--- src/rtl/tcdm_port_cut.sv ---
// Multi-port elastic TCDM request cut: one request FIFO and one fixed-latency
// response pipe per port, with optional fall-through and store responses.
module tcdm_port_cut #(
  parameter int unsigned NumPorts    = 4,
  parameter int unsigned AddrWidth   = 32,
  parameter int unsigned DataWidth   = 32,
  parameter int unsigned Depth       = 2,
  parameter int unsigned MemLatency  = 1,
  parameter bit          WriteRespEn = 1'b0,
  parameter bit          FallThrough = 1'b0
) (
  input  logic                                    clk_i,
  input  logic                                    rst_i,
  input  logic [NumPorts-1:0]                     req_i,
  input  logic [NumPorts*AddrWidth-1:0]           add_i,
  input  logic [NumPorts-1:0]                     wen_i,
  input  logic [NumPorts*DataWidth-1:0]           wdata_i,
  input  logic [NumPorts*(DataWidth/8)-1:0]       be_i,
  output logic [NumPorts-1:0]                     gnt_o,
  output logic [NumPorts-1:0]                     vld_o,
  output logic [NumPorts*DataWidth-1:0]           rdata_o,
  output logic [NumPorts-1:0]                     req_o,
  input  logic [NumPorts-1:0]                     gnt_i,
  output logic [NumPorts*AddrWidth-1:0]           add_o,
  output logic [NumPorts-1:0]                     wen_o,
  output logic [NumPorts*DataWidth-1:0]           wdata_o,
  output logic [NumPorts*(DataWidth/8)-1:0]       be_o,
  input  logic [NumPorts*DataWidth-1:0]           rdata_i,
  output logic [NumPorts*$clog2(Depth+1)-1:0]     fill_o
);

  localparam int BeWidth = DataWidth / 8;
  localparam int FillW   = $clog2(Depth + 1);
  localparam int PtrW    = (Depth > 1) ? $clog2(Depth) : 1;
  localparam int EntryW  = AddrWidth + 1 + DataWidth + BeWidth;

  typedef struct packed {
    logic [AddrWidth-1:0] add;
    logic                 wen;
    logic [DataWidth-1:0] wdata;
    logic [BeWidth-1:0]   be;
  } entry_t;

  // Wraps modulo Depth so non-power-of-two depths work.
  function automatic logic [PtrW-1:0] next_ptr(input logic [PtrW-1:0] ptr);
    if (ptr == PtrW'(Depth - 1)) begin
      return {PtrW{1'b0}};
    end else begin
      return ptr + PtrW'(1);
    end
  endfunction

  for (genvar p = 0; p < NumPorts; p++) begin : g_port
    entry_t                r_mem [Depth];
    logic [PtrW-1:0]       r_head;
    logic [PtrW-1:0]       r_tail;
    logic [FillW-1:0]      r_fill;
    logic [MemLatency-1:0] r_pv;
    logic [MemLatency-1:0] r_ps;

    entry_t w_in;
    entry_t w_out;
    logic   w_empty;
    logic   w_full;
    logic   w_gnt;
    logic   w_ft;
    logic   w_req;
    logic   w_pop;
    logic   w_push;
    logic   w_vld;

    assign w_in.add   = add_i[p*AddrWidth +: AddrWidth];
    assign w_in.wen   = wen_i[p];
    assign w_in.wdata = wdata_i[p*DataWidth +: DataWidth];
    assign w_in.be    = be_i[p*BeWidth +: BeWidth];

    assign w_empty = (r_fill == {FillW{1'b0}});
    assign w_full  = (r_fill == FillW'(Depth));

    // Grant looks only at local occupancy, so a full FIFO refuses even when popping.
    assign w_gnt  = ~rst_i & req_i[p] & ~w_full;
    assign w_ft   = FallThrough & ~rst_i & w_empty & req_i[p];
    assign w_req  = ~rst_i & (~w_empty | w_ft);
    assign w_pop  = ~w_empty & gnt_i[p];
    assign w_push = w_gnt & ~(w_ft & gnt_i[p]);

    // Slave payload: head entry, or the live inputs when falling through.
    always_comb begin
      w_out = {EntryW{1'b0}};
      if (rst_i) begin
        w_out = {EntryW{1'b0}};
      end else if (!w_empty) begin
        w_out = r_mem[r_head];
      end else if (FallThrough) begin
        w_out = w_in;
      end else begin
        w_out = {EntryW{1'b0}};
      end
    end

    // FIFO storage, pointers and occupancy.
    always_ff @(posedge clk_i or posedge rst_i) begin
      if (rst_i) begin
        for (int i = 0; i < Depth; i++) begin
          r_mem[i] <= {EntryW{1'b0}};
        end
        r_head <= {PtrW{1'b0}};
        r_tail <= {PtrW{1'b0}};
        r_fill <= {FillW{1'b0}};
      end else begin
        if (w_push) begin
          r_mem[r_tail] <= w_in;
          r_tail        <= next_ptr(r_tail);
        end
        if (w_pop) begin
          r_head <= next_ptr(r_head);
        end
        r_fill <= r_fill + FillW'(w_push) - FillW'(w_pop);
      end
    end

    // Response pipe of {valid, is_store}; never stalls.
    always_ff @(posedge clk_i or posedge rst_i) begin
      if (rst_i) begin
        r_pv <= {MemLatency{1'b0}};
        r_ps <= {MemLatency{1'b0}};
      end else begin
        r_pv[0] <= w_req & gnt_i[p];
        r_ps[0] <= w_out.wen;
        for (int i = 1; i < MemLatency; i++) begin
          r_pv[i] <= r_pv[i-1];
          r_ps[i] <= r_ps[i-1];
        end
      end
    end

    assign w_vld = r_pv[MemLatency-1] & (~r_ps[MemLatency-1] | WriteRespEn);

    assign gnt_o[p]                         = w_gnt;
    assign req_o[p]                         = w_req;
    assign add_o[p*AddrWidth +: AddrWidth]  = w_out.add;
    assign wen_o[p]                         = w_out.wen;
    assign wdata_o[p*DataWidth +: DataWidth] = w_out.wdata;
    assign be_o[p*BeWidth +: BeWidth]       = w_out.be;
    assign vld_o[p]                         = w_vld;
    assign rdata_o[p*DataWidth +: DataWidth] =
      w_vld ? rdata_i[p*DataWidth +: DataWidth] : {DataWidth{1'b0}};
    assign fill_o[p*FillW +: FillW]         = r_fill;
  end

endmodule

--- config.mk ---
export PLATFORM = sky130hd
export DESIGN_NAME = tcdm_port_cut
export DESIGN_NICKNAME = d
export VERILOG_FILES = /design/src/rtl/tcdm_port_cut.sv
export SDC_FILE = /design/constraint.sdc
export NUM_CORES = 1
export LEC_CHECK = 0
export CORE_AREA = 2 2 322 324
export CTS_CLUSTER_DIAMETER = 40
export DETAILED_ROUTE_END_ITERATION = 6
export DIE_AREA = 0 0 324 326
export GPL_TIMING_DRIVEN = 0
export SETUP_SLACK_MARGIN = 0.4
export SLEW_MARGIN = 15
export SYNTH_ARGS = -nofsm -noshare
export SYNTH_HDL_FRONTEND = slang
export SYNTH_SLANG_ARGS = --single-unit
--- constraint.sdc ---
create_clock -name clk_i -period 21.6 [get_ports clk_i]
set_clock_uncertainty 0.1 [all_clocks]
set_input_delay 3.24 -clock clk_i [delete_from_list [all_inputs] [get_ports clk_i]]
set_output_delay 3.24 -clock clk_i [all_outputs]
set_load 0.03 [all_outputs]
* Yosys cells after proc, flatten, opt, wreduce, memory -nomap -nowiden
Cells that the tools add are included.
** Storage, ports and cells
- Bits in registers :: 576
- Bits in latches :: 0
- RAM bits :: 0
- Memory bits (read-only) :: 0
- Output and inout port bits :: 424
- Memories kept :: 0
** Cells by class
- Add/subtract/negate cells :: 16
- $mul :: 0
- Divide/modulo/power cells :: 0
- Magnitude comparators :: 12
- Equal/unequal tests :: 4
- Shift-type cells :: 0
- Mux-type cells :: 44
- Bitwise gates (word level) :: 45
- Reduce and logical (&&, ||, !) cells :: 8
** Operators by type and width (count)
- $mux 69 :: 24
- $bwmux 138 :: 4
- $demux 69 s1 :: 4
- $mux 32 :: 4
- $and 1x1->1 :: 24
- $ge 2x2->1 const B :: 8
- $not 1->2 :: 8
- $not 1->1 :: 13
- $add 1x1->1 const B :: 8
- $add 2x1->2 :: 4
- $eq 2x2->1 const B :: 4
- $logic_not 2->1 :: 4
- $lt 2x1->1 const B :: 4
- $mux 1 :: 8
- $sub 2x1->2 :: 4
- $logic_and 1x1->1 :: 4

* Depth between registers and ports, before layout
- Depth after elaboration :: 6
- Gate-level depth with buffers :: 7
- Mapped depth without buffers :: 5

* Least setup slack after synthesis
Ideal clock, no wire load.
- Kind :: input -> output
- Start point :: input port rst_i
- End point :: output port wen_o[1]
- Arrival :: 12.006 ns
- Slack :: 6.254 ns
- Cell stages on the path :: 4
- Path buffers :: 1
- Cell sequence :: inv_2 -> o21ai_1 -> clkbuf_1 -> nor2_1
** Between the ends
- Longest elaborated chain between the ends :: 1
** Ends and longest elaborated chain
- from (decl) :: RTL line 13 : input logic rst_i,
- $mux 69 :: RTL line 90 : if (rst_i) begin
- to (decl) :: RTL line 25 : output logic [NumPorts-1:0] wen_o,
Every way passes these cells.

* Worst setup path after layout
- Start point :: input port rst_i
- End point :: output port add_o[73]
** Between the ends
- Longest elaborated chain between the ends :: 1
** Ends and longest elaborated chain
- $mux 69 :: RTL line 90
- to (decl) :: RTL line 24 : output logic [NumPorts*AddrWidth-1:0] add_o,
Every way passes these cells.

==> impl_table.tex <==
\begin{tabular}{lr}
\hline
Metric & Value \\
\hline
\multicolumn{2}{l}{\textbf{Timing}} \\
\quad Setup violations, final & 0 \\
\quad Slew Limit Fails & 0 \\
\quad Slew margin rel. & 24.1\% \\
\quad Fraction of the cycle the final worst path needs & 54.7\% \\
\quad Hold Violations, Final & 0 \\
\quad Fmax & 0.0846 GHz \\
\quad Final critical-path required period & 11.82 ns \\
\quad Post-route setup slack & 9.78 ns \\
\quad Worst hold margin & 0.392 ns \\
\quad RSZ-0062 raised after global routing & false \\
\quad Slew at the pin closest to its max-slew limit & 1.14 ns \\
\multicolumn{2}{l}{\textbf{Global routing}} \\
\quad Maximum number of pins on one net before global-route repair & 98 \\
\quad Initial antenna violation count & 28 \\
\quad First-pass GRT wire length & 133 mm \\
\quad Congestion Overflow GR & 0 \\
\quad Gr usage total & 17.1\% \\
\quad Via count of the first global-routing pass & 20,204 \\
\multicolumn{2}{l}{\textbf{Routing}} \\
\quad Detailed Route Iter0 Violations & 787 \\
\quad Pre-Repair DR Iteration Count & 6 \\
\quad Via count of the routed design & 19,353 \\
\quad Residual DRC & 0 \\
\quad Via density & 4.34 \\
\quad Detailed-route wire length per cell & 20.8 µm \\
\quad Total wirelength of the detailed-routed design & 92.8 mm \\
\quad Number of nets with antenna violations after detailed routing & 0 \\
\multicolumn{2}{l}{\textbf{Clocking}} \\
\quad Clock root buffer & clkbuf\_16 \\
\quad Reg clk slew, reported paths & 0.05 ns \\
\quad TritonCTS buffer count & 102 \\
\quad Clock tree from TritonCTS & yes \\
\quad Number of gates given a new drive strength after cts & 0 \\
\quad Number of clock sinks seen by CTS & 576 \\
\quad H-tree depth reported by CTS & 3 \\
\quad Post-CTS Hold Fix Bufs & 0 \\
\quad Clock insertion delay at the later pin of the skew report & 0.66 ns \\
\quad Buffer depth of the longest clock path & 3 \\
\quad Number of setup buffers added after CTS & 0 \\
\multicolumn{2}{l}{\textbf{Power}} \\
\quad Power after layout & 6.43 mW \\
\quad Power density over the cells & 157 nW/µm² \\
\quad Leakage power total & 17.5 nW \\
\quad Peak supply drop & 96.7 µV \\
\multicolumn{2}{l}{\textbf{Place}} \\
\quad Count of placed standard cells including taps & 4,254 \\
\quad Count of buffers from port buffering & 837 \\
\quad Final GP Congestion & 0.936 \\
\quad Pre-CTS setup slack & 9.41 ns \\
\quad DP HPWL & 71.6 mm \\
\multicolumn{2}{l}{\textbf{Critical path}} \\
\quad Source of the worst register-to-register timing path & g\_port[2].r\_fill[1] \\
\quad Category of the most critical setup path & primary input to primary output \\
\quad Startpoint type of the worst setup path & primary input \\
\quad Cells on worst reg2reg path & 4 \\
\quad Crit. End Element & primary output \\
\quad First element of the critical path & rst\_i \\
\quad Worst EP required & 18.26 ns \\
\quad Worst setup endpoint & add\_o[73] \\
\quad Capture instance of the worst register-to-register path & g\_port[2].r\_pv \\
\quad Data arrival time of the critical path & 8.48 ns \\
\quad Crit path max fanout & 97 \\
\quad Reg2Reg Setup Slack & 19.36 ns \\
\multicolumn{2}{l}{\textbf{Logic synthesis}} \\
\quad Unique masters post-synth & 29 \\
\quad Register area share after synthesis & 53.7\% \\
\quad Synthesized netlist net count & 2,448 \\
\quad Synthesized area per cell & 13.2 µm² \\
\quad Share of Yosys cell area claimed by the top area cell type & 53.7\% \\
\quad Synth top area cells & dfrtp\_1, mux2\_2, mux2i\_1, nor2\_1, and2\_1 \\
\quad Flip-flop and latch count after synthesis & 576 \\
\quad Total standard cell area after synthesis & 26,900 µm² \\
\quad Top cell type by total area after synthesis & dfrtp\_1 \\
\quad Number of cells produced by synthesis & 2,030 \\
\quad Total of warnings raised by yosys & 0 \\
\multicolumn{2}{l}{\textbf{Die}} \\
\quad Total core area & 103,000 µm² \\
\quad Number of core rows & 118 \\
\quad Starting density of the core & 26.2\% \\
\quad Die width & 324 µm \\
\quad Area of the die & 106,000 µm² \\
\quad Vertical extent of the die & 326 µm \\
\quad Io pins & 838 \\
\multicolumn{2}{l}{\textbf{Status}} \\
\quad Status & complete, no violations \\
\multicolumn{2}{l}{\textbf{Min path}} \\
\quad Classification of the worst-slack hold path & flip-flop to flip-flop \\
\quad Launch point of the worst hold path & g\_port[2].r\_mem[1] \\
\multicolumn{2}{l}{\textbf{Final layout}} \\
\quad NumNets Final & 3,396 \\
\quad Layout Cells excl Fill & 4,464 \\
\quad Layout cell share with drive strength beyond 1 & 27.9\% \\
\quad P\&R area growth vs syn & 52.7\% \\
\multicolumn{2}{l}{\textbf{Job}} \\
\quad Reported max-cap violation count & 0 \\
\hline
\end{tabular}
==> sequential cells by signal, summed over array words and instances (netlist names) <==
signal,cells
g_port.r_mem,552
g_port.r_fill,8
g_port.r_head,4
g_port.r_ps,4
g_port.r_pv,4
g_port.r_tail,4
==> routing by layer <==
| layer | wire (µm) | global-route usage, % | vias up |
|---|---|---|---|
| met5 | 203 | 0.998 | - |
| met4 | 2600 | 6.00 | 8 |
| met3 | 8720 | 6.52 | 123 |
| met2 | 45800 | 28.8 | 637 |
| met1 | 35500 | 19.5 | 9672 |
| li1 | - | - | 8913 |
==> worst max-delay path, cell delays in order <==
cell and delay [ns]:
clkdlybuf4s50_1 0.93, inv_8 0.59, buf_16 0.33, buf_16 0.37, buf_16 0.39, o21ai_1 0.45
clkbuf_1 0.43, nor2_1 0.71, clkdlybuf4s50_1 0.83
==> kinds of logic (layout without fill, tap and decap cells) <==
kind of cell             after synthesis  in the layout  synth area share (%)
XOR/XNOR                              16             16                 0.522
AND/OR/NAND/NOR                      431            431                  7.66
other                                  0             18                     0
buffers and inverters                155           1191                  3.37
multiplexers                         829            829                  34.0
adder cells (fa/ha/maj)                4              4                 0.186
flip-flops                           576            576                  53.7
AO/OA/AOI/OAI                         19             19                 0.568
==> worst min path at each step <==
stage	end	slack, ns	cells after the start
after floorplan	g_port[0].r_mem[10]	0.36	1
after global routing	g_port[0].r_mem[20]	0.41	1
final	g_port[2].r_mem[1]	0.39	1
after detailed placement	g_port[0].r_mem[7]	0.39	1
after global placement	g_port[3].r_mem[1]	0.37	1
after CTS	g_port[2].r_mem[1]	0.40	1
==> Yosys cell counts <==
cell	instances
nand2b_4	4
xor2_1	8
a2bb2oi_1	1
o21ai_1	4
nand3_1	3
and2_1	131
ha_1	4
buf_6	12
a21oi_4	4
dfrtp_1	576
o22ai_1	1
buf_4	33
clkbuf_1	44
inv_1	7
inv_2	4
nand2_1	1
mux2_1	8
nand2_2	4
xnor2_1	8
mux2_4	40
nor2b_4	4
buf_8	4
mux2_2	504
mux2i_1	277
o21ai_0	7
buf_2	51
nor2_1	277
nor2b_1	7
a41oi_1	2
==> cells in the final DEF, fill, tap and decap left out, types with 3 or more instances in the layout <==
master           Yosys  final
clkdlybuf4s50_1      0    837
dfrtp_1            576    576
mux2_2             504    504
mux2i_1            277    277
nor2_1             277    277
and2_1             131    131
clkbuf_16            0    103
buf_2               51     51
clkbuf_1            44     51
mux2_4              40     40
buf_4               33     33
bufinv_16            0     20
diode_2              0     18
clkbuf_8             0     16
buf_6               12     12
clkinvlp_4           0     11
inv_6                0     11
clkinv_2             0     11
mux2_1               8      8
xor2_1               8      8
xnor2_1              8      8
clkinv_4             0      8
inv_1                7      7
nor2b_1              7      7
o21ai_0              7      7
buf_16               0      7
nand2b_4             4      4
a21oi_4              4      4
nor2b_4              4      4
buf_8                4      4
nand2_2              4      4
o21ai_1              4      4
ha_1                 4      4
inv_2                4      3
nand3_1              3      3
==> through the flow <==
stage                     utilization (%)  setup TNS, ns  cell area [µm²]
final                                40.0              0            41000
after global routing                 40.0              0            41000
after CTS                            39.9              0            41000
after detailed placement             36.2              0            37200
after global placement               36.0        -307.50            37000
after floorplan                         -              0            26900
==> final cells by class <==
type                       count  area (µm²)
buffer                       144         863
sequential                   576       14400
inverter                      11        48.8
fill                        9800       61600
multi-input combinational   1299       11500
timing repair buffer         844        8570
clock inverter                66         988
tap                         1380        1730
clock buffer                 126        2820
antenna                       18        45.0
==> power by group <==
| part | switching, mW | total (mW) | internal (mW) |
|---|---|---|---|
| clock network | 0.587 | 1.76 | 1.18 |
| registers | 0.275 | 1.91 | 1.63 |
| logic | 1.44 | 2.76 | 1.32 |
| total | 2.30 | 6.43 | 4.13 |
No activity file was read; power rests on OpenSTA's default activity.
